--- config.mk ---
export PLATFORM = sky130hd
export DESIGN_NAME = mmio_console
export DESIGN_NICKNAME = d
export VERILOG_FILES = /design/src/rtl/mmio_pkg.sv /design/src/rtl/mmio_console_sync_fifo.sv /design/src/rtl/mmio_console.sv
export SDC_FILE = /design/constraint.sdc
export NUM_CORES = 1
export LEC_CHECK = 0
export BUFFER_PORTS_ARGS = -buffer_cell sky130_fd_sc_hd__buf_4
export CORE_MARGIN = 1.5
export CORE_UTILIZATION = 52
export CTS_CLUSTER_DIAMETER = 150
export DETAILED_ROUTE_END_ITERATION = 8
export GPL_TIMING_DRIVEN = 0
export PLACE_DENSITY = 0.76
export SYNTH_ARGS = -nofsm -noshare
export SYNTH_HDL_FRONTEND = slang
export SYNTH_SLANG_ARGS = --single-unit
--- constraint.sdc ---
create_clock -name clk -period 3.3 [get_ports clk]
set_input_delay 0.165 -clock clk [delete_from_list [all_inputs] [get_ports clk]]
set_output_delay 0.165 -clock clk [all_outputs]
set_load 0.05 [all_outputs]
--- src/rtl/mmio_pkg.sv ---
// Shared register map and state encoding for the MMIO console peripheral.
// Latency: n/a (definitions only).
// Backpressure: n/a (definitions only).
package mmio_pkg;

    localparam logic [31:0] DEF_BASE_ADDR = 32'h1000_0000;

    // Byte offsets inside the 32-byte window, compared against addr[4:0]
    localparam logic [4:0] OFF_CONSOLE = 5'h00;
    localparam logic [4:0] OFF_STATUS  = 5'h04;
    localparam logic [4:0] OFF_TOHOST  = 5'h08;
    localparam logic [4:0] OFF_CYCLE   = 5'h10;

    // STATUS layout: bit0 full, bit1 empty, occupancy count from bit2 upward.
    // An idle, empty console therefore reads back as 0x2.
    localparam int STAT_FULL_BIT  = 0;
    localparam int STAT_EMPTY_BIT = 1;
    localparam int STAT_CNT_LSB   = 2;

    // RUN: normal operation; DRAIN: exit requested, waiting for the FIFO to empty;
    // TRAPPED: run finished, sticky until reset.
    typedef enum logic [1:0] {
        ST_RUN     = 2'd0,
        ST_DRAIN   = 2'd1,
        ST_TRAPPED = 2'd2
    } run_state_t;

endpackage

--- src/rtl/mmio_console_sync_fifo.sv ---
// Synchronous FIFO with occupancy count, used as the console output queue.
// Latency: a pushed entry is visible at the head one clock after the push.
// Backpressure: push ignored while full, pop ignored while empty; caller gates on full/empty.
module sync_fifo #(
    parameter int WIDTH = 8,
    parameter int DEPTH = 16,
    parameter int CNT_W = $clog2(DEPTH) + 1
) (
    input  logic             clk,
    input  logic             reset,
    input  logic             push,
    input  logic [WIDTH-1:0] push_dat,
    input  logic             pop,
    output logic [WIDTH-1:0] head_dat,
    output logic             full,
    output logic             empty,
    output logic [CNT_W-1:0] count
);

    localparam int PTR_W = $clog2(DEPTH);

    logic [WIDTH-1:0] mem [DEPTH];
    logic [PTR_W-1:0] wr_ptr;
    logic [PTR_W-1:0] rd_ptr;
    logic             do_push;
    logic             do_pop;

    assign full     = (count == CNT_W'(DEPTH));
    assign empty    = (count == '0);
    assign do_push  = push && !full;
    assign do_pop   = pop && !empty;
    assign head_dat = mem[rd_ptr];

    // Pointer and occupancy bookkeeping; pointers wrap naturally at DEPTH
    always_ff @(posedge clk or posedge reset) begin
        if (reset) begin
            wr_ptr <= '0;
            rd_ptr <= '0;
            count  <= '0;
        end else begin
            if (do_push) wr_ptr <= wr_ptr + PTR_W'(1);
            if (do_pop)  rd_ptr <= rd_ptr + PTR_W'(1);
            case ({do_push, do_pop})
                2'b10:   count <= count + CNT_W'(1);
                2'b01:   count <= count - CNT_W'(1);
                default: count <= count;
            endcase
        end
    end

    // Storage needs no reset: contents are meaningless once the pointers clear
    always_ff @(posedge clk) begin
        if (do_push) mem[wr_ptr] <= push_dat;
    end

endmodule

--- src/rtl/mmio_console.sv ---
// Console/tohost MMIO peripheral: byte console FIFO, status, cycle counter, exit trap.
// Latency: loads return one clock after d_re; console bytes reach out_data one clock after the store.
// Backpressure: d_stall holds a console store while the FIFO is full; out_valid/out_ready drains the FIFO.
module mmio_console
    import mmio_pkg::*;
#(
    parameter logic [31:0] BASE_ADDR  = DEF_BASE_ADDR,
    parameter int          FIFO_DEPTH = 16,
    parameter int          CNT_W      = $clog2(FIFO_DEPTH) + 1
) (
    input  logic        clk,
    input  logic        reset,
    input  logic [31:0] d_addr,
    input  logic [31:0] d_wdata,
    input  logic        d_we,
    input  logic        d_re,
    output logic        d_hit,
    output logic [31:0] d_rdata,
    output logic        d_stall,
    output logic        out_valid,
    output logic [7:0]  out_data,
    input  logic        out_ready,
    output logic        trap,
    output logic [30:0] trap_code
);

    run_state_t       state;
    run_state_t       state_nxt;
    logic [4:0]       offset;
    logic             accepting;
    logic             con_wr;
    logic             toh_wr;
    logic             fifo_push;
    logic             fifo_pop;
    logic             fifo_full;
    logic             fifo_empty;
    logic [CNT_W-1:0] fifo_count;
    logic [31:0]      status_word;
    logic [31:0]      rd_val;
    logic [31:0]      cycle_cnt;

    assign offset    = d_addr[4:0];
    assign d_hit     = (d_addr[31:5] == BASE_ADDR[31:5]);
    // Once an exit is requested every further console/tohost store is silently dropped
    assign accepting = (state == ST_RUN);
    assign con_wr    = d_we && d_hit && (offset == OFF_CONSOLE) && accepting;
    assign toh_wr    = d_we && d_hit && (offset == OFF_TOHOST) && accepting && d_wdata[0];
    // Stall looks only at the registered full flag, so a same-cycle pop does not release it
    assign d_stall   = con_wr && fifo_full;
    assign fifo_push = con_wr && !fifo_full;
    assign out_valid = !fifo_empty;
    assign fifo_pop  = out_valid && out_ready;
    assign trap      = (state == ST_TRAPPED);

    sync_fifo #(
        .WIDTH (8),
        .DEPTH (FIFO_DEPTH),
        .CNT_W (CNT_W)
    ) u_fifo (
        .clk      (clk),
        .reset    (reset),
        .push     (fifo_push),
        .push_dat (d_wdata[7:0]),
        .pop      (fifo_pop),
        .head_dat (out_data),
        .full     (fifo_full),
        .empty    (fifo_empty),
        .count    (fifo_count)
    );

    // Exit state register
    always_ff @(posedge clk or posedge reset) begin
        if (reset) state <= ST_RUN;
        else       state <= state_nxt;
    end

    // Exit sequencing: request, wait for the console to drain, then trap for good
    always_comb begin
        state_nxt = state;
        case (state)
            ST_RUN:     if (toh_wr) state_nxt = ST_DRAIN;
            ST_DRAIN:   if (fifo_empty) state_nxt = ST_TRAPPED;
            ST_TRAPPED: state_nxt = ST_TRAPPED;
            default:    state_nxt = ST_RUN;
        endcase
    end

    // Exit code captured with the accepted tohost store
    always_ff @(posedge clk or posedge reset) begin
        if (reset)       trap_code <= '0;
        else if (toh_wr) trap_code <= d_wdata[31:1];
    end

    // Free-running cycle counter, wraps through zero
    always_ff @(posedge clk or posedge reset) begin
        if (reset) cycle_cnt <= '0;
        else       cycle_cnt <= cycle_cnt + 32'd1;
    end

    // Assemble STATUS and select the load data source
    always_comb begin
        status_word                             = '0;
        status_word[STAT_FULL_BIT]              = fifo_full;
        status_word[STAT_EMPTY_BIT]             = fifo_empty;
        status_word[STAT_CNT_LSB +: CNT_W]      = fifo_count;
        rd_val = '0;
        case (offset)
            OFF_STATUS: rd_val = status_word;
            OFF_CYCLE:  rd_val = cycle_cnt;
            default:    rd_val = '0;
        endcase
    end

    // Load data register: captures pre-edge state, holds between loads
    always_ff @(posedge clk or posedge reset) begin
        if (reset)               d_rdata <= '0;
        else if (d_re && d_hit)  d_rdata <= rd_val;
    end

endmodule

# After elaboration in Yosys (flattened, before gate mapping)
# Memories as Yosys holds them, arrays and structs flattened.
# Cells that the tools add are included.
# word_totals
mem_bits_rw	128
reg_bits	110
latchBits	0
memories	1
mem_bits_ro	0
# op_classes
n_reduce_logical	19
n_mux	7
order_cmp	0
n_shift	0
n_addsub	5
n_eq_ne	11
div	0
bitwise	0
n_mul	0
# mem_list
name	words	width	rd	rd_clocked_by_memory_dff	write_ports	line_no	source
u_fifo.mem	16	8	1	0	1	mmio_console_sync_fifo.sv:22	logic [WIDTH-1:0] mem [DEPTH];
# op_table
cell	count
$pmux W32 S2	1
$add A32 B1 Y32 const B	1
$eq A27 B24 Y1 const B	1
$logic_and A1 B1 Y1	12
$eq A5 B5 Y1 const B	2
$logic_not A5 Y1	2
$pmux W5 S2	1
$add A4 B1 Y4 const B	2
$pmux W2 S3	1
$add A5 B1 Y5 const B	1
$eq A5 B3 Y1 const B	1
$eq A5 B4 Y1 const B	1
$sub A5 B1 Y5 const B	1
$eq A2 B1 Y1 const B	2
$eq A2 B2 Y1 const B	2
$mux W2	2
$logic_not A1 Y1	2
$logic_not A2 Y1	1
$mux W1	2
$ne A2 B1 Y1 const B	1
$ne A2 B2 Y1 const B	1
$reduce_and A2 Y1	1
$reduce_bool A2 Y1	1

# Depth between registers and ports, before layout
# Gate-level depths: netlist of run 1.
# logic_depth
ltp_word	8
mapped_depth	14
ltp_nobuf	12

# Modules after synthesis
# Synthesis of run 1 repeated with hierarchy kept, for this count alone.
# hier_totals
cells_unflattened	696
area_unflattened_um2	10149.7
# modules_own_cells
mod	seq_area_each_um2	cells_each	n_inst	area_each_um2
sync_fifo	4169.0	333	1	5789.3
mmio_console	2427.3	363	1	4360.4

# Worst setup path before layout of run 1
# OpenSTA, ideal clock, no wires.
# synth_path
kind	flip-flop to flip-flop
start	register u_fifo.count[1]
end	register u_fifo.count[4]
period_less_slack_ps	2935
t_arrival_ps	2810
stages_incl_launch_ff	15
t_required_ps	3175
n_path_buf	3
slack_ps	365
cell_sequence	dfrtp_1 clkbuf_1 or4_1 o2111ai_2 nor4_2 clkbuf_1 inv_1 ha_1 clkbuf_1 xor2_1 ha_1 and3b_1 o21ai_0 a21oi_1 xnor2_1
# synth_via
elab_chain_len	6
word_cells_on_any_way	14
classes_between	add/sub: 2; eq/ne: 3; mux: 1; reduce/logical: 8
# synth_rtl
element	line_no	source
start, declared	mmio_console_sync_fifo.sv:17	output logic [CNT_W-1:0] count
start signal, assigned	mmio_console_sync_fifo.sv:44	2'b10: count <= count + CNT_W'(1);
start signal, assigned	mmio_console_sync_fifo.sv:45	2'b01: count <= count - CNT_W'(1);
start signal, assigned	mmio_console_sync_fifo.sv:46	default: count <= count;
$eq A5 B5 Y1 or $logic_not A5 Y1 (tied branches)	mmio_console_sync_fifo.sv:28, mmio_console_sync_fifo.sv:29	
$logic_not A1 Y1, on equally long branches	-	
$logic_and A1 B1 Y1, on equally long branches	mmio_console.sv:50, mmio_console.sv:52	
$logic_and A1 B1 Y1, on equally long branches	mmio_console_sync_fifo.sv:30, mmio_console_sync_fifo.sv:31	
$eq A2 B1 Y1 or $eq A2 B2 Y1 (tied branches)	mmio_console_sync_fifo.sv:43	case ({do_push, do_pop})
$pmux W5 S2 or $reduce_bool A2 Y1 (tied branches)	-	
# Several ways; a longest one is shown, not always the timed one.
# A chain may end at the register's enable or synchronous reset.

# Final worst setup path of run 1
# layout_path
start	register u_fifo.rd_ptr[1]
end	output out_data[6]
# layout_via
elab_chain_len	1
# layout_rtl
element	line_no	source
start, declared	mmio_console_sync_fifo.sv:24	logic [PTR_W-1:0] rd_ptr;
start signal, assigned	mmio_console_sync_fifo.sv:42	if (do_pop) rd_ptr <= rd_ptr + PTR_W'(1);
$mem_v2 Z16 W8	-	
end, declared	mmio_console.sv:21	output logic [7:0] out_data,
# Every way passes these cells.

==> flow_summary.json, run 1 <==
{
  "yosysSeqAreaShare_pct": 65.5,
  "timing_worst_slew_pin_value_ps": 1010,
  "grt_max_degree": 60,
  "worstSetupStartpointType": "register",
  "cap_viol_max_count": 0,
  "timing.final.max_slew_violations": 0,
  "path_clk_slew_ps": 60,
  "timing.final.hold_violations": 0,
  "grtUsageTotal_pct": 23.9,
  "synth_nets": 712,
  "fin_crit_sh_pct": 97.2,
  "finalSetupViolCount": 0,
  "drt_iter0_drc": 556,
  "leakagePower_nw": 5.43,
  "synth.top_cells.by_count": "edfxtp_1 (128), dfrtp_1 (110), mux4_2 (40), nand2_1 (40), inv_1 (39)",
  "timing.fmax_ghz": 0.312,
  "regArea_sq_um": 6600,
  "avgSynthCellArea_sq_um": 16.0,
  "cts_inserted_buffers": 25,
  "number_of_flops_mapped_to_enable_cells_by_yosys": 128,
  "number_of_global_route_vias_before_repair": 6740,
  "wl_per_cell_um": 20.7,
  "layoutNonFillerInstCount": 1109,
  "syn-cell-area_sq_um": 10100,
  "powerDensity_nw_per_um2": 624,
  "syn_to_final_growth_pct": 25.9,
  "min_period_ps": 3210,
  "ys_top_cells_by_area": "edfxtp_1 (38%), dfrtp_1 (27%), mux4_2 (8.9%), mux2_1 (3.1%), mux2i_1 (2.7%)",
  "placed_cell_area_sq_um": 11500,
  "number_of_synthesis_warnings": 0,
  "antennaDiodeCount": 0,
  "criticalPathCategory": "register to primary output",
  "io_pins": 144,
  "drt_pre_antenna_iters": 5,
  "final.setup_skew_ps": 15.1,
  "route.detailed.drc": 0,
  "ctsHtreeMaxLevel": 1,
  "syn-instance-count": 630,
  "synth.distinct_cells": 45,
  "clock_latency_ps": 530,
  "core_rows": 50,
  "min-delay-path-class": "primary input to register",
  "floorplan.die_area_sq_um": 20200,
  "antenna_violations_before_repair": 0,
  "synth_top_area_share_pct": 38.2,
  "vdd_ir_drop_max_v": 0.000389,
  "cp.required_ps": 3130,
  "overflow": 0,
  "start_util_pct": 53.5,
  "rsz0062_at_grt": "yes",
  "vias_per_cell": 5.63,
  "via_count": 6239,
  "gpl.final_weighted_congestion": 0.802,
  "die_h_um": 142,
  "synth.ff_latch_count": 238,
  "final_design_area_no_fill_sq_um": 12700,
  "status": "finished, final reports clean",
  "routed_wirelength_mm": 22.9,
  "core_region_area_sq_um": 18800,
  "multi_input_area_sq_um": 3250,
  "ys.flop_type": "edfxtp_1",
  "timing.critical_path.fanout_max": 10,
  "io_buffer_count": 143,
  "maxSlewHeadroom_pct": 32.5,
  "netlist.top_cell.by_area": "edfxtp_1",
  "layout_setup_ws_ps": 90.8,
  "postRouteAntennaNets": 0,
  "dp.cells": 1034,
  "fin_total_pwr_w": 0.00791,
  "tritoncts": "yes",
  "fraction_of_final_layout_cells_sized_beyond_drive_strength_1_pct": 31.8,
  "critPathArrivalTime_ps": 3040,
  "pre_cts_ws_ps": -199,
  "fin_nets": 914,
  "grt_first_pass_wirelength_mm": 36.7,
  "worst_setup_end_kind": "primary output",
  "clock_sinks": 238,
  "layout.filler_cells": 1255,
  "clk_root_buffer_cell": "clkbuf_16",
  "place.detailed.hpwl_mm": 15.0,
  "die_extent_in_x_um": 142,
  "synth_async_sr_flop_share_pct": 46.2,
  "post-synth-top-count-cell": "edfxtp_1",
  "cts_max_path_buffers": 3
}
## logic make-up (layout without fill, tap and decap cells)
family,count (synthesis),in the layout,share of synthesized area (%)
xor+xnor,43,43,3.74
buf+inv,65,284,2.72
flops,238,238,65.5
compound gates,20,20,1.52
simple gates,143,143,8.70
fa+ha+maj,13,13,1.62
mux,108,108,16.2
## critical path, stage by stage, from the launching register on
cell      delay (ps)
dfrtp_1          360
clkbuf_1         360
clkbuf_1         650
mux4_2           450
mux4_2           490
buf_4            200
## area by class of cell
class	count	share of cell area [%]
Buffer	24	1.01
Tap cell	260	2.57
Clock inverter	13	1.03
Clock buffer	31	5.27
Multi-Input combinational cell	327	25.6
Inverter	39	1.17
Timing Repair Buffer	177	11.3
Sequential cell	238	52.0
## per-layer routing
| layer | GRT usage, % | vias to the layer above | part of all wire (%) |
|---|---|---|---|
| li1 | - | 2767 | - |
| met1 | 31.4 | 3176 | 40 |
| met2 | 40.7 | 253 | 51 |
| met3 | 4.31 | 43 | 6.7 |
| met4 | 7.49 | 0 | 2.4 |
| met5 | 0 | - | 0 |
## what timing repair did
action,4_1_cts,5_1_grt
hold buffers,33,0
setup endpoints to repair,2,18
buffers inserted,0,0
gates resized for setup,3,11
hold endpoints to repair,189,0
## cells in the final DEF (no fill, tap or decap), types with 12 or more instances in the layout
cell type,n
mux4_2,40
buf_4,143
clkbuf_16,25
nor2_1,12
dfrtp_1,109
ha_1,12
inv_1,38
mux2_2,13
mux2i_1,27
nand2_1,40
xnor2_1,30
dlygate4sd3_1,33
xor2_1,13
nand3_1,15
mux2_1,28
nand4_1,15
edfxtp_1,128
## registers in the layout, summed over array words and instances (netlist names)
name,count
cycle_cnt,32
d_rdata,32
state,2
trap_code,31
u_fifo.count,5
u_fifo.mem,128
u_fifo.rd_ptr,4
u_fifo.wr_ptr,4
## stage by stage
step	setup TNS, ps	utilization (%)	hold slack (ps)
after global placement	-88200	60.9	381
after CTS	0	67.2	76.8
after floorplan	0	-	264
after global routing	-66.3	67.3	114
after detailed placement	-318	61.1	315
final	0	67.3	106
## final timing paths
check                                  from                to  slack, ps  cells past startpoint
setup / recovery           u_fifo.rd_ptr[1]       out_data[6]         90                      5
min in group asynchronous             reset     trap_code[10]        320                      3
hold / removal                    d_addr[2]  u_fifo.wr_ptr[3]        110                      5
max in group asynchronous             reset        d_rdata[1]       2230                      4
hold reg to reg                trap_code[3]      trap_code[3]        480                      1
setup reg to reg                   state[0]   u_fifo.count[4]        170                     13
## where the power goes
part / switching, W / internal (W)
Clock: 0.00113 / 0.00160
Combinational: 0.00107 / 0.000840
Sequential: 0.0000739 / 0.00320
(Power assumes the default switching activity.)
==> run 2, diff against run 1 <==
- BUFFER_PORTS_ARGS: -buffer_cell sky130_fd_sc_hd__buf_4 -> -buffer_cell sky130_fd_sc_hd__buf_2
==> run 2 against run 1 <==
  * Clock power grew 1%
  * Cell count decreased by 0.63%
  * Power decreased by 1.2%
  * Sequential share of layout area grew 1.8 points
  * Global-route usage fell by 1.1 points
  * Worst setup slack gained 83 ps
  * Hold slack got worse by 80 ps
  * Wire length decreased by 4.2%
  * Die area unchanged
  * Core utilization shrank 2.3 points
==> flow_summary.json, run 2 (same netlist as run 1, synthesis figures left out) <==
{
  "criticalPathCategory": "register to primary output",
  "timing.final.hold_violations": 0,
  "via_count": 6141,
  "postRouteAntennaNets": 0,
  "cts_inserted_buffers": 25,
  "die_h_um": 142,
  "clk_root_buffer_cell": "clkbuf_16",
  "grtUsageTotal_pct": 22.7,
  "critPathArrivalTime_ps": 2960,
  "routed_wirelength_mm": 22.0,
  "p_switching_w": 0.00225,
  "internal-power_w": 0.00556,
  "min-delay-path-class": "primary input to register",
  "fin_crit_sh_pct": 94.7,
  "path_clk_slew_ps": 60,
  "final_design_area_no_fill_sq_um": 12300,
  "cap_viol_max_count": 0,
  "io_pins": 144,
  "worst_setup_end_kind": "primary output",
  "grt_max_degree": 62,
  "layout.cells.most_common_list": "buf_2 (149), edfxtp_1 (128), dfrtp_1 (110)",
  "io_buffer_count": 143,
  "antennaDiodeCount": 0,
  "p_comb_share_pct": 23.1,
  "min_path_cells": 1,
  "tritoncts": "yes",
  "cts_max_path_buffers": 3,
  "drt_pre_antenna_iters": 5,
  "overflow": 0,
  "antenna_violations_before_repair": 0,
  "fin_nets": 907,
  "timing.fmax_ghz": 0.320,
  "maxSlewHeadroom_pct": 31.5,
  "status": "finished, final reports clean",
  "vias_per_cell": 5.57,
  "grt_first_pass_wirelength_mm": 35.2,
  "flip_flop_count_of_the_largest_register_all_copies_and_words_added": 128,
  "power.clock.fraction_pct": 35.4,
  "netSwitchingFraction_pct": 28.8,
  "leakagePower_nw": 5.30,
  "finalSetupViolCount": 0,
  "core_rows": 50,
  "timing.final.max_slew_violations": 0,
  "pre_cts_ws_ps": -142,
  "wl_per_cell_um": 19.9,
  "regMostFlops": "u_fifo.mem",
  "drt_iter0_drc": 432,
  "min_period_ps": 3130,
  "start_util_pct": 53.5,
  "layout_setup_ws_ps": 173,
  "gpl.final_weighted_congestion": 0.845,
  "layout.filler_cells": 1310,
  "worst_r2r_path_depth": 12,
  "seq_power_share_pct": 41.6,
  "fraction_of_final_layout_cells_sized_beyond_drive_strength_1_pct": 32.2,
  "biggestRegsByFlops": "u_fifo.mem: 128 flops, cycle_cnt: 32 flops, d_rdata: 32 flops",
  "final.setup_skew_ps": 21.0,
  "rsz0062_at_grt": "no",
  "powerDensity_nw_per_um2": 638,
  "worstSetupStartpointType": "register",
  "clock_sinks": 238,
  "ctsHtreeMaxLevel": 1,
  "core_region_area_sq_um": 18800,
  "clock_latency_ps": 520,
  "fin_worst_hold_slack_ps": 25.1,
  "cp.required_ps": 3130,
  "vdd_ir_drop_max_v": 0.000427,
  "die_extent_in_x_um": 142,
  "route.detailed.drc": 0,
  "timing.critical_path.fanout_max": 10,
  "placed_cell_area_sq_um": 11100,
  "place.detailed.hpwl_mm": 14.5,
  "final_common_cell": "buf_2",
  "timing_worst_slew_pin_value_ps": 1020,
  "syn_to_final_growth_pct": 21.7,
  "number_of_global_route_vias_before_repair": 6576,
  "floorplan.die_area_sq_um": 20200
}
-- run 2: metal layers --
layer  wire length (um)  global-route usage [%]  vias to the layer above  part of all wire, %
li1                   -                       -                     2747                    -
met1               8930                    30.2                     3109                   41
met2              11000                    38.8                      252                   50
met3               1680                    5.11                       33                  7.6
met4                391                    5.05                        0                  1.8
met5                  0                       0                        -                    0
-- run 2: per-stage QoR --
step	power (W)	setup TNS (ps)	utilization, %	cells
2_1_floorplan	0.00465	0	-	630
3_3_place_gp	0.00501	-90470	59.0	1033
3_5_place_dp	0.00508	-943	59.2	1034
4_1_cts	0.00783	0	64.8	1102
5_1_grt	0.00808	0	65.1	1102
6_report	0.00782	0	65.1	1102
-- run 2: power by group through the flow --
stage	Clock [W]	Sequential, W	Combinational, W
6_report	0.00277	0.00325	0.00180
5_1_grt	0.00291	0.00325	0.00192
4_1_cts	0.00279	0.00324	0.00180
3_5_place_dp	0	0.00330	0.00178
3_3_place_gp	0	0.00330	0.00171
2_1_floorplan	0	0.00329	0.00136
-- run 2: final cells by class --
| class | count | area (sq um) | share of cell area, % |
|---|---|---|---|
| buffer | 24 | 121 | 0.991 |
| clock buffer | 30 | 676 | 5.51 |
| clock inverter | 14 | 130 | 1.06 |
| inverter | 39 | 149 | 1.22 |
| multi-input combinational | 327 | 3250 | 26.6 |
| sequential | 238 | 6600 | 53.8 |
| tap | 260 | 325 | 2.66 |
| timing repair buffer | 170 | 1000 | 8.17 |
-- run 2: critical path, stage by stage (launching register included) --
cell      delay [ps]
dfrtp_1          360
clkbuf_1         350
clkbuf_1         600
mux4_2           410
mux4_2           480
buf_2            230
-- run 2: timing repair --
action | in CTS | in global routing
resized for setup | 1 | 8
pin swaps | 0 | 2
setup endpoints to repair | 10 | 10
cloned | 0 | 0
endpoints found under the hold margin | 84 | 0
hold buffers | 25 | 0
buffers inserted | 0 | 1
-- run 2: final timing paths --
check,from,end,slack (ps)
setup reg to reg,u_fifo.count[1],u_fifo.count[4],340
min in group asynchronous,reset,trap_code[19],390
hold / removal,d_wdata[3],u_fifo.mem[10][3],30
max in group asynchronous,reset,d_rdata[8],2200
hold reg to reg,cycle_cnt[31],cycle_cnt[31],470
setup / recovery,u_fifo.rd_ptr[1],out_data[4],170
==> run 3, diff against run 2 <==
- CORE_UTILIZATION: 52 -> 62
- GPL_TIMING_DRIVEN: 0 -> not set
- PLACE_DENSITY: 0.76 -> 0.85
- clock period: 3.3 -> 3.95 ns (I/O delays scaled with it)
==> run 3 against run 2 <==
  * Via count up 1.5%
  * Critical path depth up 4
  * Design area down 1.5%
  * Sequential share of layout area up 0.81 points
  * Core utilization up 11 points
  * Largest power group unchanged
==> flow_summary.json, run 3 (same netlist as run 1, synthesis figures left out) <==
{
  "cts_max_path_buffers": 3,
  "floorplan.die_area_sq_um": 17000,
  "layout.filler_cells": 944,
  "final.setup_skew_ps": 21.2,
  "via_count": 6236,
  "timing.final.hold_violations": 0,
  "critPathArrivalTime_ps": 3670,
  "layout_setup_ws_ps": 654,
  "maxSlewHeadroom_pct": 25.5,
  "cp.required_ps": 4320,
  "clock_latency_ps": 520,
  "criticalPathCategory": "register to register",
  "min-delay-path-class": "primary input to register",
  "worst_setup_end_kind": "register",
  "antennaDiodeCount": 0,
  "timing.fmax_ghz": 0.303,
  "biggestRegsByFlops": "u_fifo.mem: 128 flops, cycle_cnt: 32 flops, d_rdata: 32 flops",
  "regMostFlops": "u_fifo.mem",
  "cap_viol_max_count": 0,
  "powerDensity_nw_per_um2": 536,
  "flip_flop_count_of_the_largest_register_all_copies_and_words_added": 128,
  "finalSetupViolCount": 0,
  "overflow": 0,
  "multi_input_area_sq_um": 3210,
  "vdd_ir_drop_max_v": 0.000421,
  "io_buffer_count": 143,
  "critical_path.max_stage_delay_ps": 820,
  "number_of_global_route_vias_before_repair": 6558,
  "fin_crit_sh_pct": 83.4,
  "tritoncts": "yes",
  "cell_with_the_most_instances_on_the_worst_path": "xor2_1",
  "vias_per_cell": 5.98,
  "place.detailed.hpwl_mm": 14.2,
  "timing.final.max_slew_violations": 0,
  "final_common_cell": "buf_2",
  "rsz0062_at_grt": "no",
  "dp.cells": 974,
  "worstPathBufferInverterCount": 0,
  "drt_pre_antenna_iters": 4,
  "wl_per_cell_um": 22.4,
  "clk_root_buffer_cell": "clkbuf_16",
  "status": "finished, final reports clean",
  "die_h_um": 130,
  "fraction_of_final_layout_cells_sized_beyond_drive_strength_1_pct": 31.7,
  "postRouteAntennaNets": 0,
  "pre_cts_ws_ps": 894,
  "antenna_violations_before_repair": 0,
  "setup_slack_of_the_worst_register_to_register_path_ps": 650,
  "setup_total_negative_slack_ps": 0,
  "start_util_pct": 63.4,
  "path_clk_slew_ps": 60,
  "cpLargestDelayFamily": "simple AND/OR/NAND/NOR gates",
  "drt_iter0_drc": 390,
  "timing.critical_path.fanout_max": 9,
  "ctsHtreeMaxLevel": 1,
  "io_pins": 144,
  "grtUsageTotal_pct": 28.6,
  "grt_max_degree": 46,
  "clock_sinks": 238,
  "fin_nets": 891,
  "leakagePower_nw": 5.23,
  "timing_worst_slew_pin_value_ps": 1110,
  "grt_first_pass_wirelength_mm": 36.1,
  "slowest_stage": "nor4_1",
  "gpl.final_weighted_congestion": 0.836,
  "core_region_area_sq_um": 15900,
  "routed_wirelength_mm": 23.3,
  "layoutNonFillerInstCount": 1043,
  "layout.cells.most_common_list": "buf_2 (143), edfxtp_1 (128), dfrtp_1 (109)",
  "count_of_buffers_added_by_post_cts_timing_repair_for_setup": 0,
  "route.detailed.drc": 0,
  "path_cells": "nor4_1 > a21boi_1 > ha_1 > xor2_1 > ha_1 > a21oi_1 > xor2_1 > nor2_1 > xor2_1",
  "min_period_ps": 3300,
  "regArea_sq_um": 6600,
  "cts_inserted_buffers": 24,
  "utilization_pct": 76.0,
  "worstSetupStartpointType": "register",
  "core_rows": 46,
  "syn_to_final_growth_pct": 19.9,
  "die_extent_in_x_um": 130
}
-- run 3: layout make-up --
class	instances	share of cell area, %
multi-input combinational	327	26.6
sequential	238	54.7
timing repair buffer	179	8.79
inverter	39	1.23
tap	216	2.24
clock inverter	8	0.860
clock buffer	36	5.60
-- run 3: final timing paths --
| path | start | to | cells after the start |
|---|---|---|---|
| worst max-delay path | u_fifo.count[1] | u_fifo.count[2] | 9 |
| worst min-delay path | d_wdata[4] | u_fifo.mem[1][4] | 1 |
| worst max register to register | u_fifo.count[1] | u_fifo.count[2] | 9 |
| worst min register to register | trap_code[7] | trap_code[7] | 1 |
| max in group asynchronous | reset | d_rdata[27] | 4 |
| min in group asynchronous | reset | trap_code[27] | 3 |
-- run 3: repair_timing --
item	in CTS	in global routing
hold endpoints to repair	67	0
endpoints found under the setup margin	0	0
hold buffers	25	0
gates resized for setup	0	0
-- run 3: power breakdown --
| part | total [W] | internal, W | switching, W |
|---|---|---|---|
| Combinational | 0.00138 | 0.000619 | 0.000762 |
| Sequential | 0.00284 | 0.00267 | 0.000175 |
| Clock | 0.00225 | 0.00132 | 0.000931 |
| Total | 0.00647 | 0.00460 | 0.00187 |
-- run 3: metal layers --
layer / vias up / part of all wire (%) / GRT usage, %
met1: 3169 / 40 / 38.5
met5: - / 0 / 0
li1: 2713 / - / -
met2: 313 / 51 / 48.8
met3: 41 / 7.0 / 4.72
met4: 0 / 2.2 / 8.34
-- run 3: worst register-to-register path, stage by stage, from the launching register on --
cell and delay [ps]:
dfrtp_1 490, nor4_1 820, a21boi_1 390, ha_1 420, xor2_1 190, ha_1 240
a21oi_1 170, xor2_1 200, nor2_1 90, xor2_1 160
-- run 3: metrics by stage --
step	hold slack [ps]	total power [W]	instance area [sq um]
2_1_floorplan	296	0.00388	10100
3_3_place_gp	282	0.00417	11000
3_5_place_dp	290	0.00421	11000
4_1_cts	58.5	0.00649	12100
5_1_grt	72.0	0.00666	12100
6_report	66.7	0.00647	12100
